==> config.mk <==
export PLATFORM = sky130hd
export DESIGN_NAME = pwm_deadtime_gen
export DESIGN_NICKNAME = d
export VERILOG_FILES = /design/src/rtl/pwm_deadtime_gen_pkg.sv /design/src/rtl/pwm_deadtime_gen_phase_unit.sv /design/src/rtl/pwm_deadtime_gen.sv
export SDC_FILE = /design/constraint.sdc
export NUM_CORES = 1
export LEC_CHECK = 0
export CAP_MARGIN = 5
export CORE_MARGIN = 1.5
export CORE_UTILIZATION = 40
export CTS_BUF_LIST = sky130_fd_sc_hd__clkbuf_4
export CTS_CLUSTER_DIAMETER = 150
export DETAILED_ROUTE_END_ITERATION = 8
export PLACE_DENSITY = 0.71
export SYNTH_ARGS = -nofsm -noshare
export SYNTH_HDL_FRONTEND = slang
export SYNTH_HIERARCHICAL = 1
export SYNTH_SLANG_ARGS = --single-unit
==> constraint.sdc <==
create_clock -name sys_clk -period 3.6 [get_ports sys_clk]
set_input_delay 0.36 -clock sys_clk [delete_from_list [all_inputs] [get_ports sys_clk]]
set_output_delay 0.36 -clock sys_clk [all_outputs]
set_load 0.005 [all_outputs]
==> src/rtl/pwm_deadtime_gen_pkg.sv <==
// Shared defaults and phase FSM encoding for the three-phase dead-time PWM
// generator. Optional feature macro: PWM_MIN_PULSE_EN (see pwm_deadtime_gen.sv).
package pwm_deadtime_gen_pkg;

  localparam int CNT_WIDTH_DEF       = 12;
  localparam int PWM_PERIOD_HALF_DEF = 2500;
  localparam int DEADTIME_CYC_DEF    = 50;
  localparam int MIN_PULSE_CYC_DEF   = 25;

  typedef enum logic [1:0] {
    PH_DEAD    = 2'd0,
    PH_HIGH_ON = 2'd1,
    PH_LOW_ON  = 2'd2
  } phase_state_t;

endpackage

==> src/rtl/pwm_deadtime_gen_phase_unit.sv <==
// One leg of the bridge: registers the raw compare result and runs the
// DEAD / HIGH_ON / LOW_ON state machine that enforces the dead time between
// the high-side and low-side gate commands.
module deadtime_phase_unit
  import pwm_deadtime_gen_pkg::*;
#(
  parameter int DEADTIME_CYC = DEADTIME_CYC_DEF
) (
  input  logic sys_clk,
  input  logic reset,
  input  logic pwm_en,
  input  logic raw_in,
  output logic high_out,
  output logic low_out
);

  localparam int DW = (DEADTIME_CYC > 1) ? $clog2(DEADTIME_CYC) : 1;
  localparam logic [DW-1:0] DCNT_LAST = DW'(DEADTIME_CYC - 1);

  logic          raw_p1;
  phase_state_t  state, state_nxt;
  logic [DW-1:0] dcnt, dcnt_nxt;

  // Stage p1: raw compare registered once; it carries no reset since it is
  // refreshed every cycle and ignored while the FSM sits in DEAD.
  always_ff @(posedge sys_clk) begin
    raw_p1 <= raw_in;
  end

  // State register and dead-time counter.
  always_ff @(posedge sys_clk) begin
    if (reset) begin
      state <= PH_DEAD;
      dcnt  <= '0;
    end else begin
      state <= state_nxt;
      dcnt  <= dcnt_nxt;
    end
  end

  // Next-state and gate decode; dcnt only advances while DEAD so a raw
  // reversal inside the dead window does not restart it.
  always_comb begin
    state_nxt = state;
    dcnt_nxt  = dcnt;
    high_out  = 1'b0;
    low_out   = 1'b0;
    case (state)
      PH_HIGH_ON: high_out = 1'b1;
      PH_LOW_ON:  low_out  = 1'b1;
      default:    ;
    endcase
    if (!pwm_en) begin
      state_nxt = PH_DEAD;
      dcnt_nxt  = '0;
    end else begin
      case (state)
        PH_DEAD: begin
          if (dcnt == DCNT_LAST) begin
            state_nxt = raw_p1 ? PH_HIGH_ON : PH_LOW_ON;
            dcnt_nxt  = '0;
          end else begin
            dcnt_nxt = dcnt + 1'b1;
          end
        end
        PH_HIGH_ON: begin
          if (!raw_p1) begin
            state_nxt = PH_DEAD;
            dcnt_nxt  = '0;
          end
        end
        PH_LOW_ON: begin
          if (raw_p1) begin
            state_nxt = PH_DEAD;
            dcnt_nxt  = '0;
          end
        end
        default: begin
          state_nxt = PH_DEAD;
          dcnt_nxt  = '0;
        end
      endcase
    end
  end

endmodule

==> src/rtl/pwm_deadtime_gen.sv <==
// Three-phase centre-aligned PWM generator with complementary dead time.
// Holds the up/down carrier, zero/peak strobes, double-buffered duty words
// (pending -> active on the carrier zero) and the per-phase compare.
// Define PWM_MIN_PULSE_EN to snap duty words that would yield pulses shorter
// than MIN_PULSE_CYC to fully off / fully on.
module pwm_deadtime_gen
  import pwm_deadtime_gen_pkg::*;
#(
  parameter int CNT_WIDTH       = CNT_WIDTH_DEF,
  parameter int PWM_PERIOD_HALF = PWM_PERIOD_HALF_DEF,
  parameter int DEADTIME_CYC    = DEADTIME_CYC_DEF,
  parameter int MIN_PULSE_CYC   = MIN_PULSE_CYC_DEF
) (
  input  logic                 sys_clk,
  input  logic                 reset,
  input  logic                 pwm_en,
  input  logic                 duty_valid,
  input  logic [CNT_WIDTH-1:0] duty_a,
  input  logic [CNT_WIDTH-1:0] duty_b,
  input  logic [CNT_WIDTH-1:0] duty_c,
  output logic                 gate_a_high_side_out,
  output logic                 gate_a_low_side_out,
  output logic                 gate_b_high_side_out,
  output logic                 gate_b_low_side_out,
  output logic                 gate_c_high_side_out,
  output logic                 gate_c_low_side_out,
  output logic                 carrier_zero_out,
  output logic                 carrier_peak_out
);

  localparam logic [CNT_WIDTH-1:0] HALF = CNT_WIDTH'(PWM_PERIOD_HALF);
  localparam logic [CNT_WIDTH-1:0] MINP = CNT_WIDTH'(MIN_PULSE_CYC);

`ifdef PWM_MIN_PULSE_EN
  localparam bit MIN_PULSE_ON = 1'b1;
`else
  localparam bit MIN_PULSE_ON = 1'b0;
`endif

  // Saturate an incoming duty word to the carrier peak.
  function automatic logic [CNT_WIDTH-1:0] sat_duty(input logic [CNT_WIDTH-1:0] d);
    return (d > HALF) ? HALF : d;
  endfunction

  // Snap near-empty / near-full duty to 0 / HALF when pulse suppression is on.
  function automatic logic [CNT_WIDTH-1:0] shape_duty(input logic [CNT_WIDTH-1:0] d);
    if (MIN_PULSE_ON && (d < MINP))
      return '0;
    if (MIN_PULSE_ON && (d > (HALF - MINP)))
      return HALF;
    return d;
  endfunction

  logic [CNT_WIDTH-1:0] cnt, cnt_nxt;
  logic                 dir_up, dir_up_nxt;
  logic                 zero_q, peak_q;
  logic                 at_zero;

  logic [CNT_WIDTH-1:0] duty_in  [3];
  logic [CNT_WIDTH-1:0] duty_pnd [3];
  logic [CNT_WIDTH-1:0] duty_act [3];
  logic [CNT_WIDTH-1:0] duty_eff [3];
  logic                 pnd_flag;
  logic [2:0]           raw_cmp;
  logic [2:0]           gate_high;
  logic [2:0]           gate_low;

  assign duty_in[0] = duty_a;
  assign duty_in[1] = duty_b;
  assign duty_in[2] = duty_c;
  assign at_zero    = (cnt == '0);

  // Carrier next value: up 0..HALF, down HALF-1..1, then back to 0.
  always_comb begin
    cnt_nxt    = cnt;
    dir_up_nxt = dir_up;
    if (dir_up) begin
      cnt_nxt = cnt + 1'b1;
      if (cnt == HALF - 1'b1)
        dir_up_nxt = 1'b0;
    end else begin
      cnt_nxt = cnt - 1'b1;
      if (cnt == CNT_WIDTH'(1))
        dir_up_nxt = 1'b1;
    end
  end

  // Carrier register; strobes are registered from the next count so they
  // line up exactly with the cnt==0 / cnt==HALF cycles.
  always_ff @(posedge sys_clk) begin
    if (reset) begin
      cnt    <= '0;
      dir_up <= 1'b1;
      zero_q <= 1'b0;
      peak_q <= 1'b0;
    end else begin
      cnt    <= cnt_nxt;
      dir_up <= dir_up_nxt;
      zero_q <= (cnt_nxt == '0);
      peak_q <= (cnt_nxt == HALF);
    end
  end

  // Duty double buffer: capture to pending, promote on the carrier zero;
  // a strobe landing on the zero cycle bypasses the pending stage.
  always_ff @(posedge sys_clk) begin
    if (reset) begin
      pnd_flag <= 1'b0;
      for (int i = 0; i < 3; i++) begin
        duty_pnd[i] <= '0;
        duty_act[i] <= '0;
      end
    end else if (duty_valid && at_zero) begin
      pnd_flag <= 1'b0;
      for (int i = 0; i < 3; i++)
        duty_act[i] <= sat_duty(duty_in[i]);
    end else if (duty_valid) begin
      pnd_flag <= 1'b1;
      for (int i = 0; i < 3; i++)
        duty_pnd[i] <= sat_duty(duty_in[i]);
    end else if (at_zero && pnd_flag) begin
      pnd_flag <= 1'b0;
      for (int i = 0; i < 3; i++)
        duty_act[i] <= duty_pnd[i];
    end
  end

  // Stage p0: compare against the carrier, then one dead-time unit per leg.
  for (genvar p = 0; p < 3; p++) begin : g_phase
    assign duty_eff[p] = shape_duty(duty_act[p]);
    assign raw_cmp[p]  = (duty_eff[p] >= HALF) || (cnt < duty_eff[p]);

    deadtime_phase_unit #(
      .DEADTIME_CYC (DEADTIME_CYC)
    ) u_phase (
      .sys_clk  (sys_clk),
      .reset    (reset),
      .pwm_en   (pwm_en),
      .raw_in   (raw_cmp[p]),
      .high_out (gate_high[p]),
      .low_out  (gate_low[p])
    );
  end

  assign gate_a_high_side_out = gate_high[0];
  assign gate_a_low_side_out  = gate_low[0];
  assign gate_b_high_side_out = gate_high[1];
  assign gate_b_low_side_out  = gate_low[1];
  assign gate_c_high_side_out = gate_high[2];
  assign gate_c_low_side_out  = gate_low[2];
  assign carrier_zero_out     = zero_q;
  assign carrier_peak_out     = peak_q;

endmodule

Word level (Yosys, flattened, before mapping). Memory sizes are Yosys's and may differ from the RTL's. Cells that the tools add are included.

Add/sub/neg operators: 5. Order comparisons: 9. Equality and inequality tests: 21. Mux-type cells: 65. Bitwise gates (word level): 10. Reductions and logical operators: 19.

Operators by type and width (number): $mux 12 (13); $mux 6 (9); $pmux 6 s3 (3); $ge 12x12->1 const B (3); $gt 12x12->1 const B (3); $lt 12x12->1 (3); $mux 1 (25); $eq 12x12->1 const B (2); $logic_not 12->1 (2); $mux 2 (12); $add 6x1->6 const B (3); $eq 6x6->1 const B (3); $pmux 2 s3 (3); $add 12x1->12 const B (1); $eq 12x1->1 const B (1); $ne 2x1->1 const B (6); $sub 12x1->12 const B (1); $or 1x1->1 (9); $reduce_and 3->1 (3); $eq 2x1->1 const B (3); $eq 2x2->1 const B (3); $logic_not 2->1 (3); $ne 2x2->1 const B (3); $reduce_and 2->1 (3); other kinds (5) (9).

Register bits: 43. Bits in writable memories: 72. Input port bits: 40. Output and inout bits: 8. Word-level logic and storage cells: 145. Memories: 2.

Memories: duty_act (words 3, width 12, read ports 3, clocked after Yosys merged registers in 0, wr ports 3, line pwm_deadtime_gen.sv:61) `logic [CNT_WIDTH-1:0] duty_act [3];`; duty_pnd (words 3, width 12, read ports 3, clocked after Yosys merged registers in 0, wr ports 3, line pwm_deadtime_gen.sv:60) `logic [CNT_WIDTH-1:0] duty_pnd [3];`.

Longest topological paths before layout.
Depth in word-level cells: 8. Depth in mapped cells: 8. Mapped depth without buffers: 8.

By module. Netlist, hierarchy kept.

Modules (own cells, without submodules): pwm_deadtime_gen (times used 1, cells each 438, area an instance 4804.6 sq um, sequential area each 2482.4 sq um); deadtime_phase_unit (times used 3, cells each 54, area an instance 457.9 sq um, sequential area each 180.2 sq um).

Least setup slack after synthesis. Ideal clock, no wire load.

Kind: reg2reg. From: reg cnt[5]. To: mem duty_act[0][0] (netlist name) (enable). Library setup time: 0.437 ns. Arrival time: 3.226 ns. Data required time: 3.163 ns. Setup slack: -0.063 ns. Stages on the path, launching flop included: 6. Clock period less this slack: 3.663 ns. Path through: dfxtp_1 -> buf_6 -> or4_4 -> nor4_4 -> nand2_4 -> o21bai_1.

RTL lines: from (decl) (line pwm_deadtime_gen.sv:54) `logic [CNT_WIDTH-1:0] cnt, cnt_nxt;`; from (signal assigned) (line pwm_deadtime_gen.sv:97) `cnt <= cnt_nxt;`; to (decl) (line pwm_deadtime_gen.sv:61).

==> results list <==
* Reg2reg path depth: 5
- Critical Setup Path Class: flip-flop to flip-flop
- The worst register-to-register path begins at cnt[5].
- Unrepaired setup endpoints after global routing: no
- Cell leakage power: 2.70 nW
- Proportion of register bits with asynchronous set or reset after synthesis: 0
- Of the post-synthesis cell area, the dominant cell type holds 0.350.
- Leftover overflow at the end of global routing: 0
* Worst Hold Path EP: g_phase[2].u_phase/state[1]
* Vias after detailed routing: 4697
* Count of clock tree sinks: 115
- For this run, design rule violations remaining after detail routing come to 0.
* Run status: finished, final reports clean
* Average routed wire per standard cell: 14.7 µm
- Global-route usage over all layers: 0.167
- Along the worst path, the maximum fanout reaches 15.
- For this run, the leading register cell type out of synthesis is sky130_fd_sc_hd__edfxtp_1.
- The tightest min-delay check is of the flip-flop to flip-flop type.
- Setup violators final: 0
* Post-Route Utilization: 0.470
* Design Power: 2.72 mW
- Across the run, the number of max-cap violations was 0.
* Kind of cell with the highest combined delay on the critical path: simple AND/OR/NAND/NOR gates
* Number of fillers in the final layout: 1394
- Relative to the synthesized area, the layout overhead comes to 15.3%.
- For this configuration, the core starts out at a cell density of 0.408.
* Global-route wire length before repair: 21.6 mm
- R2R Path End: duty_act[0][29]
- Clock input transition at the sequential cells of the worst setup and hold paths: 100 ps
- The clock arrives with 17.1 ps of skew.
- The congestion estimate from routability-driven global placement came to 0.880.
* Area after detailed placement: 6860 µm²
* Max-slew violation count: 0
- Number of buffers added on ports: 47
* Post-Synthesis Cells: 600
- Of the synthesized area, sequential elements account for 0.489.
* Worst path slowest cell: sky130_fd_sc_hd__or4_4
- The count of nets left with antenna violations once routing finished came out at 0.
* Area used by sequential logic in the layout: 3020 µm²
* Number of buffers inserted to repair setup after CTS: 0
* Avg Cell Area, Syn: 10.3 µm²
- The signal on the critical path passes through or4_4 > nor4_4 > nand3_1 > nor2_1 > a22o_1.
- Final Hold Vio Count: 0
- During I/O placement, the number of pins put on the boundary was 48.
* Highest metal layer with signal wires: met4
- Floorplan die area: 16200 µm²
- DIE WIDTH: 127 µm
* Hold buffer count at CTS: 0
- Min-Delay Path Depth: 1
* Setup TNS: 0 ps
- Synthesized cell area: 6180 µm²
- Req. time, crit path: 3990 ps
- The via count of the first global-routing pass came to 4635.
- Share of the clock period used by the worst path: 0.805
* Vias per cell: 5.44
- Buffers inserted during clock tree synthesis total 17.
* Flops & latches, synth: 115
- Critical path data arrival time: 3290 ps
- Kind of end point of the critical path: flip-flop
* Total number of nets in the final design: 742
- Crit path buffers/inverters: 0
* Detailed-router iteration count before antenna repair: 5
- The core region is 15100 µm².
* Max transition margin: 0.448
- Worst reg-to-reg setup slack: 700 ps
- Across the VDD grid, the largest voltage drop is 361 µV.
- Highest cell delay on the worst timing path: 630 ps
- Entering global routing, the biggest net connects 37 pins.
* Maximum clock insertion buffer count: 2
* Number of cell rows: 45
* Hold slack final: 498 ps
- In the final layout, the share of cells above drive strength 1 is 0.0997.
* Antenna violations before repair: 1
- The clock reaches the later pin of the worst-skew pair after 530 ps.
- In this run the number of H-tree levels came out at 4.
* Hold path start: g_phase[2].u_phase/raw_p1
- Sort of element at the start of the critical path: flip-flop
- sky130_fd_sc_hd__edfxtp_1 is the most common cell in the netlist.
- Total of warnings raised by yosys: 6
- Count of cell types in the netlist: 58
- Wire length the detailed router placed on met1: 5.77 mm
- Area of combinational cells with multiple inputs: 2890 µm²
- CTS root buffer: sky130_fd_sc_hd__clkbuf_4
* Length of routed met3 wiring: 662 µm
- For this block, the routed nets add up to 12.7 mm of wire.
- Die H: 127 µm
- Library cell occupying the most area in the post-synthesis netlist: sky130_fd_sc_hd__edfxtp_1
* Violation count after the first detailed-route iteration: 318
* Design area: 7120 µm²
* Top cells by count, synth: sky130_fd_sc_hd__edfxtp_1 (72), sky130_fd_sc_hd__nor2_1 (66), sky130_fd_sc_hd__inv_1 (50)
- At the pin with the least slew margin, the transition time is 828 ps.
- In this run the power density over the cells is 382 nW/µm².
- Tmin final: 2900 ps
- By area the synthesized netlist is led by sky130_fd_sc_hd__edfxtp_1 (35%), sky130_fd_sc_hd__dfxtp_1 (14%), sky130_fd_sc_hd__ha_1 (8.7%).
* Maximum clock frequency: 345 MHz
- Clock tree from TritonCTS: built
- HPWL after detailed placement: 9.29 mm
* Post-CTS resize count: 0
- Yosys mapped a number of flops with a built-in enable equal to 72.
- Synthesis produced a netlist with a net count of 683.
* Routed length on met2: 6.07 mm
registers in the layout (all words and copies together) (netlist names):
register                count
carrier_peak_out            1
cnt                        12
dir_up                      1
pnd_flag                    1
g_phase.u_phase/raw_p1      3
duty_pnd                   36
g_phase.u_phase/dcnt       18
duty_act                   36
carrier_zero_out            1
g_phase.u_phase/state       6
final cells by class:
class | count | area share
Clock inverter | 13 | 0.0156
Inverter | 50 | 0.0263
Sequential cell | 115 | 0.424
Clock buffer | 19 | 0.0200
Timing Repair Buffer | 55 | 0.0745
Antenna cell | 3 | 0.00105
Multi-Input combinational cell | 420 | 0.405
Tap cell | 188 | 0.0330
metrics by stage:
step,std cells,setup WS (ps)
5_1_grt,863,455
3_5_place_dp,828,724
6_report,863,702
2_1_floorplan,600,694
4_1_cts,860,692
3_3_place_gp,828,840
metal layers:
metal	vias up	GRT usage
li1	2338	-
met1	2213	0.207
met2	133	0.284
met3	13	0.0440
met4	0	0.0541
met5	-	0
worst max-delay path by stage:
| stage | start | endpoint | slack (ps) | cells past startpoint |
|---|---|---|---|---|
| floorplan | cnt[5] | duty_act[0][0] | 690 | 5 |
| global placement | cnt[5] | duty_act[0][8] | 840 | 7 |
| detailed placement | cnt[5] | duty_act[0][29] | 720 | 5 |
| CTS | cnt[5] | duty_act[0][29] | 690 | 5 |
| global route | cnt[5] | duty_act[0][34] | 460 | 5 |
| finish | cnt[5] | duty_act[0][29] | 700 | 5 |
layout by cell type, fill, tap and decap left out, types with 22 or more instances in the layout:
cell type	n
sky130_fd_sc_hd__o21ai_0	24
sky130_fd_sc_hd__dfxtp_1	43
sky130_fd_sc_hd__clkdlybuf4s50_1	47
sky130_fd_sc_hd__nand2_1	28
sky130_fd_sc_hd__edfxtp_1	72
sky130_fd_sc_hd__and2_1	25
sky130_fd_sc_hd__nor2_1	66
sky130_fd_sc_hd__inv_1	50
sky130_fd_sc_hd__nand3_1	22
sky130_fd_sc_hd__ha_1	43
kinds of logic (layout without fill, tap and decap cells):
logic type                 count (synthesis)  in the layout  synth area share
and+or+nand+nor                          237            237             0.210
AOI/OAI and AO/OA                        126            126             0.149
DFF                                      115            115             0.489
buffers and inverters                     65            137            0.0443
adders and majority gates                 43             43            0.0871
xor gates and xnor gates                  11             11            0.0156
muxes                                      3              3           0.00486
other                                      0              3                 0
report_power, final:
group          total [mW]  internal, mW  switching [mW]
Combinational       0.307         0.137           0.170
Sequential           1.56          1.51          0.0518
Clock               0.858         0.354           0.504
Total                2.72          2.00           0.726
(Power assumes the default switching activity.)
